===== src/rtl/mul_ctrl.sv =====
`default_nettype none
// ============================================================================
// Module      : mul_ctrl
// Description : EX-stage sequencer for an unsigned multi-cycle multiplier;
//               handles RV64M sign correction, half select and flush.
// Revision    : 1.0 - initial release
// ============================================================================
module mul_ctrl #(
    parameter int WIDTH = 64
) (
    input  logic                 clk,
    input  logic                 reset,
    input  logic                 in_valid,
    output logic                 in_ready,
    input  logic [WIDTH-1:0]     in_a,
    input  logic [WIDTH-1:0]     in_b,
    input  logic [2:0]           in_funct3,
    input  logic                 in_word,
    input  logic                 flush,
    output logic                 out_valid,
    input  logic                 out_ready,
    output logic [WIDTH-1:0]     out_result,
    output logic                 out_illegal,
    output logic                 mul_start,
    output logic [WIDTH-1:0]     mul_a,
    output logic [WIDTH-1:0]     mul_b,
    input  logic [2*WIDTH-1:0]   mul_result,
    input  logic                 mul_ready
);

    localparam logic [2:0] c_IDLE  = 3'd0;
    localparam logic [2:0] c_ISSUE = 3'd1;
    localparam logic [2:0] c_WAIT  = 3'd2;
    localparam logic [2:0] c_DONE  = 3'd3;
    localparam logic [2:0] c_DRAIN = 3'd4;

    logic [2:0]         r_state;
    logic               r_in_ready;
    logic               r_out_valid;
    logic [WIDTH-1:0]   r_out_result;
    logic               r_out_illegal;
    logic               r_mul_start;
    logic [WIDTH-1:0]   r_mul_a;
    logic [WIDTH-1:0]   r_mul_b;
    logic               r_neg;
    logic               r_hi;
    logic               r_word;

    // Request decode: MULH treats both operands as signed, MULHSU only rs1.
    logic               w_signed_a;
    logic               w_signed_b;
    logic               w_sign_a;
    logic               w_sign_b;
    logic               w_illegal;
    logic               w_zero;
    logic [WIDTH-1:0]   w_mag_a;
    logic [WIDTH-1:0]   w_mag_b;

    assign w_signed_a = (in_funct3 == 3'b001) || (in_funct3 == 3'b010);
    assign w_signed_b = (in_funct3 == 3'b001);
    assign w_sign_a   = w_signed_a & in_a[WIDTH-1];
    assign w_sign_b   = w_signed_b & in_b[WIDTH-1];
    assign w_mag_a    = w_sign_a ? -in_a : in_a;
    assign w_mag_b    = w_sign_b ? -in_b : in_b;
    assign w_illegal  = in_funct3[2] | (in_word & (in_funct3 != 3'b000));
    assign w_zero     = (in_a == '0) || (in_b == '0);

    // Negating the full-width product wraps naturally at 2*WIDTH bits.
    logic [2*WIDTH-1:0] w_prod;
    logic [WIDTH-1:0]   w_sel;

    assign w_prod = r_neg ? -mul_result : mul_result;

    always_comb begin
        w_sel = w_prod[WIDTH-1:0];
        if (r_hi) begin
            w_sel = w_prod[2*WIDTH-1:WIDTH];
        end else if (r_word) begin
            w_sel = {{(WIDTH-32){w_prod[31]}}, w_prod[31:0]};
        end
    end

    always_ff @(posedge clk) begin
        if (reset) begin
            r_state       <= c_IDLE;
            r_in_ready    <= 1'b1;
            r_out_valid   <= 1'b0;
            r_out_result  <= '0;
            r_out_illegal <= 1'b0;
            r_mul_start   <= 1'b0;
            r_mul_a       <= '0;
            r_mul_b       <= '0;
            r_neg         <= 1'b0;
            r_hi          <= 1'b0;
            r_word        <= 1'b0;
        end else begin
            case (r_state)
                c_IDLE: begin
                    if (in_valid && !flush) begin
                        r_in_ready <= 1'b0;
                        r_neg      <= w_sign_a ^ w_sign_b;
                        r_hi       <= (in_funct3[1:0] != 2'b00);
                        r_word     <= in_word;
                        r_mul_a    <= w_mag_a;
                        r_mul_b    <= w_mag_b;
                        if (w_illegal || w_zero) begin
                            r_state       <= c_DONE;
                            r_out_valid   <= 1'b1;
                            r_out_result  <= '0;
                            r_out_illegal <= w_illegal;
                        end else begin
                            r_state     <= c_ISSUE;
                            r_mul_start <= 1'b1;
                        end
                    end
                end
                c_ISSUE: begin
                    r_mul_start <= 1'b0;
                    if (flush) begin
                        r_state    <= c_IDLE;
                        r_in_ready <= 1'b1;
                    end else begin
                        r_state <= c_WAIT;
                    end
                end
                c_WAIT: begin
                    // A flush coinciding with the product has nothing left to drain.
                    if (mul_ready && flush) begin
                        r_state    <= c_IDLE;
                        r_in_ready <= 1'b1;
                    end else if (mul_ready) begin
                        r_state       <= c_DONE;
                        r_out_valid   <= 1'b1;
                        r_out_result  <= w_sel;
                        r_out_illegal <= 1'b0;
                    end else if (flush) begin
                        r_state <= c_DRAIN;
                    end
                end
                c_DONE: begin
                    if (flush || out_ready) begin
                        r_state     <= c_IDLE;
                        r_out_valid <= 1'b0;
                        r_in_ready  <= 1'b1;
                    end
                end
                c_DRAIN: begin
                    if (mul_ready) begin
                        r_state    <= c_IDLE;
                        r_in_ready <= 1'b1;
                    end
                end
                default: begin
                    r_state     <= c_IDLE;
                    r_in_ready  <= 1'b1;
                    r_out_valid <= 1'b0;
                    r_mul_start <= 1'b0;
                end
            endcase
        end
    end

    assign in_ready    = r_in_ready;
    assign out_valid   = r_out_valid;
    assign out_result  = r_out_result;
    assign out_illegal = r_out_illegal;
    assign mul_start   = r_mul_start;
    assign mul_a       = r_mul_a;
    assign mul_b       = r_mul_b;

endmodule
`default_nettype wire


===== config.mk =====
export PLATFORM = sky130hd
export DESIGN_NAME = mul_ctrl
export DESIGN_NICKNAME = d
export VERILOG_FILES = /design/src/rtl/mul_ctrl.sv
export SDC_FILE = /design/constraint.sdc
export NUM_CORES = 1
export LEC_CHECK = 0
export BUFFER_PORTS_ARGS = -buffer_cell sky130_fd_sc_hd__buf_2
export CAP_MARGIN = 20
export CORE_AREA = 2 2 177 179
export DETAILED_ROUTE_END_ITERATION = 10
export DIE_AREA = 0 0 179 181
export HOLD_SLACK_MARGIN = 0.03
export PLACE_DENSITY_LB_ADDON = 0.2
export REMOVE_ABC_BUFFERS = 1
export SYNTH_ARGS = -nofsm -noshare
export SYNTH_HDL_FRONTEND = slang
export SYNTH_SLANG_ARGS = --single-unit

===== constraint.sdc =====
create_clock -name clk -period 3.55 [get_ports clk]
set_clock_uncertainty 0.15 [all_clocks]
set_input_delay 0.5325 -clock clk [delete_from_list [all_inputs] [get_ports clk]]
set_output_delay 0.5325 -clock clk [all_outputs]
set_load 0.01 [all_outputs]

# Yosys cells after proc, flatten, opt, wreduce, memory -nomap -nowiden
# Index checks and enable logic that the tools add are counted.
[totals]
out_inout_bits = 196
word_cells = 96
ff_bits = 202
input_bits = 266
[op_classes]
bitwise = 7
addsub = 3
n_eq_ne = 16
n_mux = 38
n_reduce_logical = 21
[ops]
columns = ["cell", "count"]
rows = [
  ["2-to-1 mux 64 bit", 8],
  ["logical NOT 64 bit", 2],
  ["2-to-1 mux 128 bit", 1],
  ["negator 128 bit", 1],
  ["negator 64 bit", 2],
  ["one-hot mux 64 bit (2 select lines)", 1],
  ["2-to-1 mux 3 bit", 6],
  ["inequality test 2 bit, second input constant", 9],
  ["2-to-1 mux 1 bit", 15],
  ["one-hot mux 3 bit (5 select lines)", 1],
  ["AND reduction 5 bit", 2],
  ["== test 3 x 2 -> 1 bit, second input constant", 3],
  ["== test 3 x 1 -> 1 bit, second input constant", 2],
  ["AND reduction 6 bit", 1],
  ["one-hot mux 1 bit (5 select lines)", 1],
  ["logical OR 1 bit", 4],
  ["2-to-1 mux 2 bit", 2],
  ["inequality test 4 bit, second input constant", 1],
  ["one-hot mux 1 bit (2 select lines)", 2],
  ["one-hot mux 1 bit (4 select lines)", 1],
  ["AND reduction 4 bit", 1],
  ["nonzero test 2 bit", 2],
  ["bitwise AND 1 bit", 3],
  ["== test 3 bit, second input constant", 1],
  ["11 further kinds", 13],
]

# Logic depth before layout (Yosys ltp)
[logic_depth]
word_depth = 7
depth_mapped = 11
ltp_nobuf = 9

# Worst setup path after synthesis
# No wires, ideal clock.
[synth_path]
kind = "in2reg"
startpoint = "input port in_b[19]"
endpoint = "register r_mul_b[57] (netlist: mul_b[57])"
arrival_time_ps = 2950
cell_stages = 7
path_buffers = 1
required_time_ps = 3314
path_slack_ps = 364
cell_sequence = "or4_4 -> or4_1 -> buf_2 -> nor4_1 -> a41oi_1 -> xnor2_1 -> a211oi_1"
[synth_via]
elab_chain_len = 2
[synth_rtl]
columns = ["element", "line_no", "text"]
rows = [
  ["start: declaration", "16", "input logic [WIDTH-1:0] in_b,"],
  ["negator 64 bit", "64", "assign w_mag_b = w_sign_b ? -in_b : in_b;"],
  ["2-to-1 mux 64 bit", "64", ""],
  ["end signal: assignment", "105", "r_mul_b <= w_mag_b;"],
  ["end: declaration", "44", "logic [WIDTH-1:0] r_mul_b;"],
]
# Every way passes these cells.
# A chain may end at the register's enable or synchronous reset.

# Final worst setup path
[layout_path]
startpoint = "input port mul_result[1]"
endpoint = "register r_out_result[2] (netlist: out_result[2])"
[layout_via]
elab_chain_len = 7
[layout_rtl]
columns = ["element", "line_no", "text"]
rows = [
  ["start: declaration", "27", "input logic [2*WIDTH-1:0] mul_result,"],
  ["negator 128 bit *", "72", "assign w_prod = r_neg ? -mul_result : mul_result;"],
  ["2-to-1 mux 128 bit *", "72", ""],
  ["2-to-1 mux 64 bit", "78", "end else if (r_word) begin"],
  ["2-to-1 mux 64 bit *", "76", "if (r_hi) begin"],
  ["2-to-1 mux 64 bit *", "131", "end else if (mul_ready) begin"],
  ["2-to-1 mux 64 bit *", "128", "if (mul_ready && flush) begin"],
  ["one-hot mux 64 bit (2 select lines) *", "97", "case (r_state)"],
  ["end signal: assignment", "134", "r_out_result <= w_sel;"],
  ["end: declaration", "40", "logic [WIDTH-1:0] r_out_result;"],
]
# Mark *: on every way between the ends. The rest lies on a longest branch, timed or not. The select of a mux whose other input is x is not followed.

==> metrics.md <==
| Metric | Value |
|---|---|
| Antenna viol nets, final | 0 |
| Synth area leader | dfxtp_1 |
| Rel. slew slack | 0.371 |
| Starting DRT DRC Count | 1493 |
| Cell count after synthesis | between 1500 and 2000 |
| Total Routing Usage GR | 0.346 |
| Initial cell density of the core | 0.461 |
| Worst path cell trace | buf_2 > inv_1 > ha_1 > nor4b_2 > nand4_1 > or3_1 > or3_1 > or4_1 > mux2_2 > a221o_1 |
| Most used cell, CP | or3_1 |
| Crit path capture type | flop |
| TNS Setup | 0 ns |
| Main synth FF type | dfxtp_1 |
| Routed wire length | 58.6 mm |
| Crit path buffers/inverters | 2 |
| Critical Setup Path Class | in2reg |
| Commonest cells in the netlist | nor2_1, dfxtp_1, a211oi_1 |
| Mapped Area | ~0.014 sq mm |
| Tmin final | 3.11 ns |
| Num CTS Buffers | 25 |
| R2R cell count | 7 |
| Inst Count DP | 2658 |
| Global-route wire length before repair | slightly below 90 mm |
| Crit path max fanout | 4 |
| Worst path slowest cell | or4_1 |
| Port bufs | 461 |
| Synth top area share | 0.289 |
| RD Place Congestion | 1.00 |
| WL/cell | around 22 microns |
| Area occupied by multi-input gates | about 0.0093 sq mm |
| Design Power | a little under 7 mW |
| Reg area | 0.00405 sq mm |
| Max incr delay on CP | ~0.46 ns |
| Hold Path Class | in2reg |
| Vias in the first global route | ~16000 |
| Maximum buffer depth of the clock tree | 3 |
| Vias | ~17000 |
| CTS Root Cell | clkbuf_16 |
| RSZ-0062 raised after global routing | false |
| Die outline height | about 180 microns |
| Num rows | 64 |
| Hold violation total from the final report | 0 |
| YS warnings | 0 |
| Post-route insts no fill | ~2700 |
| Clock latency on the worst-skew pair | 0.55 ns |
| Most common cell in the netlist | nor2_1 |
| #FFs+latches synth | 202 |
| PostCTS Resize Cnt | 0 |
| Core Box Area | around 0.03 sq mm |
| CP arrival | between 3 and 4 ns |
| Mean post-synth cell area | 7.73 sq um |
| Final period util | 0.875 |
| Number of remaining DRC errors | 0 |
| Postcts setup bufs | 0 |
| Required @ worst endpoint | ~3.8 ns |
| Clk sinks | 202 |
| Post-DP HPWL | approximately 45 mm |
| Vias/cell | between 6 and 7 |
| Seq/Total Area, Yosys | 0.289 |
| Area contributors post-synth | dfxtp_1, xnor2_1, nor2_1 |
| Drt pass-1 iters | 5 |
| # hold bufs at CTS | 0 |
| Hold Path Depth | 3 |
| DP Area | around 0.017 sq mm |
| Power Dens Cells | 384 mW/mm^2 |
| Largest net degree at the start of global routing | roughly 140 |
| Outcome | completed |
| Initial antenna violation count | 10 |
| Fill cell total of the finished layout | 2932 |
| Io pins | between 400 and 500 |
| Final nets | 2558 |
| Post-synth EDFFs | 0 |
| Design area | ~0.018 sq mm |
| CTS tree | done |
| Clk pin slew, worst setup/hold paths | ~0.060 ns |
| Die X | between 150 and 200 microns |
| WP depth | 10 |
| Worst setup SP type | primary input |
| Leakage | between 7 and 8 nW |
| Count of unique library cells instantiated by Yosys | 81 |
| Die area | roughly 0.032 sq mm |
| Maxcap violations | 0 |
| Async SR Flop Fraction | 0 |
| Area Overhead vs Synth | 29.1% |
| Worst path top cell family by delay | simple AND/OR/NAND/NOR gates |
| H-tree depth | 1 |
| Layout cells sized above 1 | 0.286 |
| Congestion Overflow GR | 0 |
| Final setup fails | 0 |
| Final Slew Violations | 0 |
| Worst Tran Pin Value | 0.943 ns |
| Peak VDD IR | 0.000330 V |
| Maximum clock frequency | around 320 MHz |
-- sequential cells by signal (all words and copies together), names as in the netlist --
name and count:
in_ready 1, mul_a 64, mul_start 1, r_word 1, out_valid 1, r_neg 1
out_result 64, mul_b 64, out_illegal 1, r_state 3, r_hi 1
-- cell type report --
type                            count  area share
Tap cell                          396      0.0275
Inverter                           38     0.00791
Clock inverter                      4     0.00222
Sequential cell                   202       0.224
Antenna cell                       10     0.00139
Multi-Input combinational cell   1446       0.518
Timing Repair Buffer              576       0.179
Clock buffer                       36      0.0404
-- routing by layer --
metal / GRT usage / wire (microns) / vias up
li1: - / - / 7802
met1: 0.433 / 22900 / 7887
met2: 0.554 / 26700 / 981
met3: 0.0768 / 5970 / 179
met4: 0.182 / 2990 / 2
met5: 0 / 13 / -
-- worst register-to-register path: cells and delay by family, from the launching register on --
kind | cells | cell delay [ns]
AO/OA/AOI/OAI | 3 | 1.19
AND/OR/NAND/NOR | 3 | 1.04
flip-flops | 1 | 0.40
buffers and inverters | 1 | 0.12
-- cell usage in the layout, fill, tap and decap left out, drive strengths merged, types with 52 or more instances in the layout --
cell,count
xor2,86
nor3,76
nor2,239
buf,576
nand2,102
dfxtp,202
nor4,52
a211oi,118
xnor2,115
o21ai,85
a21oi,72
-- final timing paths --
path | from | to | slack [ns]
hold / removal | in_word | r_word | 0.1
setup reg to reg | r_state[2] | out_result[43] | 0.56
hold reg to reg | out_result[3] | out_result[3] | 0.30
setup / recovery | mul_result[1] | out_result[2] | 0.44
-- power breakdown --
part           internal (mW)  switching, mW
combinational          0.733           1.11
sequential              2.47          0.137
clock                   1.42           1.06
total                   4.62           2.31
-- through the flow --
| stage | hold slack [ns] | util | setup WS [ns] |
|---|---|---|---|
| 2_1_floorplan | 0.320 | - | -5.66 |
| 3_3_place_gp | 0.284 | 0.568 | -0.0115 |
| 3_5_place_dp | 0.293 | 0.568 | -0.0410 |
| 4_1_cts | 0.0767 | 0.594 | 0.505 |
| 5_1_grt | 0.0960 | 0.594 | 0.365 |
| 6_report | 0.0985 | 0.595 | 0.444 |
-- cells by family after synthesis --
group	synth area share
buffers and inverters	0.0446
adders and majority gates	0.00269
DFF	0.289
and+or+nand+nor	0.265
AOI/OAI and AO/OA	0.262
xor gates and xnor gates	0.126
muxes	0.0111
Note: power is estimated with default switching activity, not from simulation.
